`config.mk`:
```
export PLATFORM = sky130hd
export DESIGN_NAME = pattern_frame_gen
export DESIGN_NICKNAME = d
export VERILOG_FILES = /design/src/rtl/pattern_frame_gen.sv
export SDC_FILE = /design/constraint.sdc
export NUM_CORES = 1
export LEC_CHECK = 0
export ABC_AREA = 1
export CORE_UTILIZATION = 56
export DETAILED_ROUTE_END_ITERATION = 8
export PLACE_DENSITY = 0.81
export SLEW_MARGIN = 40
export SYNTH_ARGS = -nofsm -noshare
export SYNTH_HDL_FRONTEND = slang
export SYNTH_SLANG_ARGS = --single-unit
```
`constraint.sdc`:
```
create_clock -name clkmm -period 2.2 [get_ports clkmm]
set_input_delay 0.44 -clock clkmm [delete_from_list [all_inputs] [get_ports clkmm]]
set_output_delay 0.44 -clock clkmm [all_outputs]
set_load 0.05 [all_outputs]
```
`src/rtl/pattern_frame_gen.sv`:
```
// Test-pattern raster source: ramp or constant-colour frames with sof/eof and
// pixel coordinates. Define PATTERN_BORDER_EN to force a white one-pixel frame border.
module pattern_frame_gen #(
    parameter int IMG_WIDTH   = 100,
    parameter int LVAL_LINES  = 5,
    parameter int LVAL_OFFSET = 10,
    parameter int NUM_FRAMES  = 1,
    parameter int CORD_WIDTH  = 12
) (
    input  logic                  clkmm,
    input  logic                  rst_l,
    input  logic                  iReadyToRead,
    input  logic                  iImageTypeTest,
    input  logic [7:0]            iRed,
    input  logic [7:0]            iGreen,
    input  logic [7:0]            iBlue,
    output logic                  oValid,
    output logic                  oLvalid,
    output logic                  oFvalid,
    output logic                  oSof,
    output logic                  oEof,
    output logic [23:0]           oRgb,
    output logic [CORD_WIDTH-1:0] oX,
    output logic [CORD_WIDTH-1:0] oY,
    output logic                  oDone
);
    typedef enum logic [2:0] {IDLE, FSTART, ACTIVE, LBLANK, FGAP, DONE} state_t;

    localparam logic [CORD_WIDTH-1:0] X_LAST = CORD_WIDTH'(IMG_WIDTH - 1);
    localparam logic [CORD_WIDTH-1:0] Y_LAST = CORD_WIDTH'(LVAL_LINES - 1);
    localparam logic [15:0]           B_LAST = 16'(LVAL_OFFSET - 1);
    localparam logic [15:0]           NF     = 16'(NUM_FRAMES);

    state_t                state_q, state_d;
    logic [CORD_WIDTH-1:0] col_q, col_d, row_q, row_d;
    logic [15:0]           bcnt_q, bcnt_d, fcnt_q, fcnt_d;
    logic                  type_q, type_d;
    logic [23:0]           colour_q, colour_d;
    logic                  valid_q, valid_d, lvalid_q, lvalid_d, fvalid_q, fvalid_d;
    logic                  sof_q, sof_d, eof_q, eof_d, done_q, done_d;
    logic [23:0]           rgb_q, rgb_d, pix_rgb;
    logic [CORD_WIDTH-1:0] x_q, x_d, y_q, y_d;
    logic                  line_end, last_row;
    logic [7:0]            xb, yb;

    // The line ends on the edge after its last pixel was actually emitted.
    assign line_end = valid_q && (x_q == X_LAST);
    assign last_row = (row_q == Y_LAST);
    assign xb       = 8'(col_q);
    assign yb       = 8'(row_q);

    always_comb begin
        pix_rgb = type_q ? colour_q : {xb, yb, xb ^ yb};
`ifdef PATTERN_BORDER_EN
        if (col_q == '0 || col_q == X_LAST || row_q == '0 || last_row)
            pix_rgb = 24'hFFFFFF;
`endif
    end

    always_ff @(posedge clkmm or negedge rst_l) begin
        if (!rst_l) begin
            state_q  <= IDLE;
            col_q    <= '0;
            row_q    <= '0;
            bcnt_q   <= '0;
            fcnt_q   <= '0;
            type_q   <= 1'b0;
            colour_q <= '0;
            valid_q  <= 1'b0;
            lvalid_q <= 1'b0;
            fvalid_q <= 1'b0;
            sof_q    <= 1'b0;
            eof_q    <= 1'b0;
            done_q   <= 1'b0;
            rgb_q    <= '0;
            x_q      <= '0;
            y_q      <= '0;
        end else begin
            state_q  <= state_d;
            col_q    <= col_d;
            row_q    <= row_d;
            bcnt_q   <= bcnt_d;
            fcnt_q   <= fcnt_d;
            type_q   <= type_d;
            colour_q <= colour_d;
            valid_q  <= valid_d;
            lvalid_q <= lvalid_d;
            fvalid_q <= fvalid_d;
            sof_q    <= sof_d;
            eof_q    <= eof_d;
            done_q   <= done_d;
            rgb_q    <= rgb_d;
            x_q      <= x_d;
            y_q      <= y_d;
        end
    end

    always_comb begin
        state_d = state_q;
        case (state_q)
            IDLE:    if (iReadyToRead) state_d = FSTART;
            FSTART:  state_d = ACTIVE;
            ACTIVE:  if (line_end) state_d = last_row ? FGAP : LBLANK;
            LBLANK:  if (bcnt_q == B_LAST) state_d = ACTIVE;
            FGAP:    if (bcnt_q == B_LAST)
                         state_d = (NUM_FRAMES == 0 || fcnt_q < NF) ? FSTART : DONE;
            DONE:    if (!iReadyToRead) state_d = IDLE;
            default: state_d = IDLE;
        endcase
    end

    always_comb begin
        col_d    = col_q;
        row_d    = row_q;
        fcnt_d   = fcnt_q;
        type_d   = type_q;
        colour_d = colour_q;
        rgb_d    = rgb_q;
        x_d      = x_q;
        y_d      = y_q;
        valid_d  = 1'b0;
        sof_d    = 1'b0;
        eof_d    = 1'b0;
        lvalid_d = (state_d == ACTIVE);
        fvalid_d = (state_d == FSTART) || (state_d == ACTIVE) || (state_d == LBLANK);
        done_d   = (state_d == DONE);
        bcnt_d   = '0;
        if (state_d == state_q && (state_q == LBLANK || state_q == FGAP))
            bcnt_d = bcnt_q + 16'd1;
        if (state_q == IDLE && state_d == FSTART)
            fcnt_d = '0;
        if (state_d == FSTART) begin
            col_d    = '0;
            row_d    = '0;
            x_d      = '0;
            y_d      = '0;
            type_d   = iImageTypeTest;
            colour_d = {iRed, iGreen, iBlue};
        end
        if (state_q == ACTIVE && state_d == LBLANK)
            row_d = row_q + 1'b1;
        // Free-running runs let this wrap at 16 bits.
        if (state_q == ACTIVE && state_d == FGAP)
            fcnt_d = fcnt_q + 16'd1;
        if (state_d == ACTIVE) begin
            if (iReadyToRead) begin
                valid_d = 1'b1;
                x_d     = col_q;
                y_d     = row_q;
                rgb_d   = pix_rgb;
                sof_d   = (col_q == '0) && (row_q == '0);
                eof_d   = (col_q == X_LAST) && last_row;
                col_d   = (col_q == X_LAST) ? '0 : col_q + 1'b1;
            end else begin
                sof_d = sof_q;
                eof_d = eof_q;
            end
        end
    end

    assign oValid  = valid_q;
    assign oLvalid = lvalid_q;
    assign oFvalid = fvalid_q;
    assign oSof    = sof_q;
    assign oEof    = eof_q;
    assign oRgb    = rgb_q;
    assign oX      = x_q;
    assign oY      = y_q;
    assign oDone   = done_q;
endmodule

```
==> results of run 1 <==
metrics by stage:
step / utilization (%) / power (mW) / hold slack, ns / cells
after floorplan: - / 7.03 / 0.144 / 887
after global placement: 66.9 / 8.39 / 0.465 / 1128
after detailed placement: 66.9 / 8.53 / 0.461 / 1128
after CTS: 72.1 / 11.6 / 0.00629 / 1160
after global routing: 72.4 / 12.3 / 0.0379 / 1161
final: 72.4 / 11.7 / -0.00627 / 1161
power by group:
group / internal (mW) / total [mW] / switching, mW
clock network: 1.93 / 3.07 / 1.13
logic: 1.59 / 4.47 / 2.88
registers: 3.37 / 4.13 / 0.756
flip-flops by register name (all words and copies together), names as in the netlist, 12 cells and up:
name,count
colour_q,24
oRgb,24
bcnt_q,16
fcnt_q,16
col_q,12
oX,12
oY,12
row_q,12
layer usage:
metal	share of wire, %	GRT usage (%)
met5	0	0
met4	2.1	12.4
met1	44	35.6
met3	4.4	5.42
met2	50	45.9
how the worst max path moves through the flow:
stage / endpoint / startpoint / cells past startpoint / slack (ns)
2_1_floorplan: oX[10] / oX[6] / 12 / 0.31
3_3_place_gp: oRgb[12] / iReadyToRead / 10 / 0.11
3_5_place_dp: oRgb[0] / iReadyToRead / 9 / 0.009
4_1_cts: oX[11] / oX[11] / 1 / 0.08
5_1_grt: oRgb[2] / row_q[1] / 12 / 0.02
6_report: oX[2] / oX[2] / 1 / 0.08
layout make-up:
cell class	instances	area [um^2]	area share, %
timing repair buffer	107	1100	12.5
sequential	138	3450	39.4
multi-input combinational	602	2940	33.6
clock inverter	14	193	2.20
inverter	114	428	4.88
clock buffer	18	439	5.01
tap	168	210	2.40
kinds of logic after synthesis:
kind of cell	count (synthesis)	share of synthesized area [%]
and+or+nand+nor	441	27.0
buffers and inverters	147	8.68
DFF	138	49.4
AOI/OAI and AO/OA	116	8.70
xor gates and xnor gates	33	4.13
adders and majority gates	8	1.43
muxes	4	0.644
cell usage in the layout (no fill, tap or decap), drive strengths merged:
cell and n:
nor3 19, clkbuf 19, a21oi 30, ha 8, clkinvlp 2, or3 1, nor2 100, mux2 4
o21a 1, dfrtp 138, buf 26, or2 2, o211ai 2, bufinv 4, nand2 225, nand3 70
inv 117, o21ai 76, clkinv 5, nor4 5, xnor2 2, nand4 18, xor2 31, nor3b 1
clkdlybuf4s50 80, o22ai 7
==> impl_metrics.tcl, run 1 <==
set metrics [dict create \
    pre_cts_slack_ns 0.00878 \
    reg2reg_slack_ns 0.17 \
    final_nets 1016 \
    r2r_start "row_q[1]" \
    ys_warn_count 0 \
    grt.total_usage_pct 27.8 \
    die_x_um 114 \
    cts_setup_buffers 0 \
    cts_hold_buf 0 \
    start_util_pct 57.7 \
    grt_pass1_vias 5901 \
    die_y_um 114 \
    final_max_slew_viol_count 0 \
    worstHoldPathType "input pin to asynchronous set/reset pin" \
    core-area_um2 12100 \
    synth-async-reset-ratio_pct 100 \
    synthDistinctLibCells 35 \
    syn_nets 923 \
    netlist_area_um2 6990 \
    end_kind "output pin" \
    maxSlewHeadroom_pct 61.0 \
    synthCells 887 \
    hold_violations 11 \
    grt_setup_unrepaired "no" \
    fin_area_um2 8770 \
    htreeDepth 4 \
    vias_per_cell 5.24 \
    hold_slack_ns -0.00627 \
    wl_per_cell_um 14.3 \
    vias 6082 \
    numCtsBuffers 17 \
    start_kind "register" \
    cpPeakStageDelay_ns 0.83 \
    power_density_nw_per_um2 1330 \
    critPathRequiredTime_ns 1.76 \
    fin_tns_setup_ns 0 \
    vdd_drop_max_mv 0.837 \
    areaGrowthSynthToFinish_pct 25.4 \
    final_layout_size_suffix_gt1_share_pct 7.96 \
    worst_pin_slew_ns 0.585 \
    ys_seq_area_share_pct 49.4 \
    fin_crit_sh_pct 96.4 \
    first_pass_iters 5 \
    crit_buf_inv 1 \
    routed_wl_mm 16.6 \
    maxCapViolations 0 \
    drc 0 \
    grt_pass1_wl_mm 28.0 \
    ys_top_cells_by_count "nand2_1 (225), dfrtp_1 (138), inv_1 (109)" \
    syn_area_per_cell_um2 7.88 \
    ys_ff_latch 138 \
    drt_iter0_drc 585 \
    clkTransAtPathRegs_ns 0.06 \
    yosys-top-cells-area "dfrtp_1 (49%), nand2_1 (12%), inv_1 (5.9%), nor2_1 (5.2%), nand3_1 (4.9%)" \
    grt_antenna_before_repair 0 \
    synth_ff_type "dfrtp_1" \
    r2r_cells 12 \
    r2r-end "col_q[5]" \
    grt_max_degree 70 \
    yosysTopAreaCell "dfrtp_1" \
    max_clock_freq_mhz 471 \
    cp_cell_sequence "clkdlybuf4s50_1" \
    p_leak_nw 4.30 \
    synth_edf_count 0 \
    setup_slack_ns 0.0784 \
    violations "hold timing" \
    critPathTopFamily "buffers and inverters" \
    setup_viol 0 \
    row_count 40 \
    root_buffer "clkbuf_16" \
    place_area_um2 8110 \
    die_area_um2 12900 \
    cp_slowest_cell "clkdlybuf4s50_1" \
    ioPinCount 82 \
    period_minus_slack_ns 2.12 \
    clk_latency_ns 0.43 \
    status "finished with violations" \
    finClkSkew_ns 0.00657 \
    num_antenna_cells 0 \
    portBuffers 81 \
    clock-sinks 138 \
    cts_tree "built" \
    worstPathMaxFanout 4 \
    clk_path_buf_depth 2 \
    critPathArrivalTime_ns 1.68 \
    synth.most_common_cell "nand2_1" \
    hpwl_mm 11.4 \
    synth.top_cell.area_share_pct 49.4 \
    place_congestion 0.901 \
    worstSetupPathType "register to output pin" \
    postRouteAntennaNets 0 \
    fill_cells 947 \
    post_cts_resized 0 \
    grt_overflow 0 \
]
Note: power is estimated with default switching activity, not from simulation.
==> run 2, diff against run 1 <==
CORE_UTILIZATION = 51   (was 56)
CTS_CLUSTER_DIAMETER = 50   (was default)
PLACE_DENSITY = 0.78   (was 0.81)
clock period = 1.79 ns   (was 2.2 ns; I/O delays follow)
==> impl_metrics.tcl, run 2 (synthesis gave the netlist of run 1 again) <==
set metrics [dict create \
    grt_setup_unrepaired "yes" \
    die_area_um2 14200 \
    period_minus_slack_ns 2.15 \
    grtUsageMet3_pct 5.65 \
    vias 7104 \
    postRouteAntennaNets 0 \
    final_layout_size_suffix_gt1_share_pct 33.5 \
    maxSlewHeadroom_pct 65.3 \
    portBuffers 81 \
    maxCapViolations 0 \
    reg2reg_slack_ns -0.36 \
    numCtsBuffers 17 \
    p_total_mw 16.5 \
    die_x_um 119 \
    setup_viol 133 \
    grt_pass1_wl_mm 31.9 \
    violations "setup timing" \
    final_nets 1104 \
    setup_slack_ns -0.356 \
    cts_tree "built" \
    row_count 42 \
    drt_iter0_drc 686 \
    p_leak_nw 5.07 \
    drc 0 \
    num_antenna_cells 0 \
    clk_path_buf_depth 2 \
    root_buffer "clkbuf_16" \
    busiest_layer "met2" \
    fin_crit_sh_pct 120 \
    fin_tns_setup_ns -20.43 \
    vdd_drop_max_mv 1.30 \
    critPathArrivalTime_ns 2.44 \
    hold_slack_ns 0.458 \
    wl_per_cell_um 18.2 \
    grt_use_met1_pct 35.1 \
    start_kind "register" \
    fin_area_um2 10200 \
    grt_max_degree 54 \
    worstPathMaxFanout 5 \
    grt_overflow 0 \
    core-area_um2 13300 \
    grt_pass1_vias 6534 \
    final_common_cell "nand2_1" \
    hold_violations 0 \
    final_max_slew_viol_count 0 \
    hpwl_mm 11.9 \
    routed_wl_mm 22.9 \
    layout_common_cells "nand2_1 (159), buf_4 (132), dfrtp_1 (125)" \
    power_density_nw_per_um2 1620 \
    die_y_um 119 \
    met2_usage_pct 48.9 \
    place_congestion 0.916 \
    clkTransAtPathRegs_ns 0.06 \
    place_area_um2 8380 \
    start_util_pct 52.6 \
    vias_per_cell 5.65 \
    first_pass_iters 6 \
    clk_latency_ns 0.43 \
    worstHoldPathType "input pin to asynchronous set/reset pin" \
    ioPinCount 82 \
    worstSetupPathType "register to register" \
    worst_pin_slew_ns 0.521 \
    grt.total_usage_pct 28.6 \
    areaGrowthSynthToFinish_pct 46.2 \
    max_clock_freq_mhz 466 \
    htreeDepth 4 \
    clock-sinks 138 \
    status "finished with violations" \
    end_kind "register" \
    finClkSkew_ns 0.0120 \
    grt_antenna_before_repair 0 \
    critPathRequiredTime_ns 2.09 \
]
[run 2: cell count changes in the layout (fill, tap and decap cells not counted), sizes merged, moves of 3 or more]
cell,previous run,this run
buf,26,161
clkdlybuf4s50,80,26
clkbuf,19,29
inv,117,114
[run 2: final cells by class]
class,count,area (um^2)
fill,824,3070
inverter,114,443
clock buffer,22,474
timing repair buffer,195,1950
multi-input combinational,602,3520
sequential,138,3470
tap,176,220
clock inverter,10,140
[run 2: path summary, 6_finish.rpt]
check	cells after the start	start	end
min in group clkmm	3	iBlue[6]	colour_q[6]
worst min-delay path	2	rst_l	oValid
worst max register to register	13	row_q[0]	col_q[2]
worst max-delay path	13	row_q[0]	col_q[2]
max in group asynchronous	3	rst_l	fcnt_q[7]
worst min register to register	2	colour_q[5]	colour_q[5]
[run 2: layer usage]
metal	wire, um	part of all wire [%]
met3	1560	6.8
met1	8640	38
met2	11600	51
met5	0	0
met4	1120	4.9
[run 2: what timing repair did]
action / 4_1_cts / 5_1_grt
hold buffers: 1 / 0
endpoints found under the hold margin: 47 / 0
buffers inserted: 8 / 14
endpoints found under the setup margin: 130 / 133
pin swaps: 9 / 30
resized for setup: 84 / 153
gates cloned: 7 / 10
[run 2: power by group]
group,internal [mW],switching [mW]
logic,2.94,4.78
clock network,2.31,1.38
registers,4.15,0.972
total,9.40,7.13
[run 2: through the flow]
stage | instances | setup WS [ns] | utilization (%)
finish | 1257 | -0.356 | 76.9
global route | 1257 | -0.395 | 76.9
CTS | 1235 | -0.0696 | 71.2
detailed placement | 1187 | -0.292 | 63.0
global placement | 1187 | -0.207 | 63.0
floorplan | 887 | 0.0116 | -
[run 2: worst max-delay path, cell delays in order (launching register included)]
cell      delay [ns]
dfrtp_1         0.40
inv_2           0.10
ha_4            0.20
nand2_4         0.08
nor2_4          0.14
nand3_2         0.13
nor2_4          0.16
nor2_4          0.06
nand4_4         0.13
buf_12          0.17
clkinv_8        0.10
buf_12          0.15
nand2_1         0.09
nand2_1         0.10
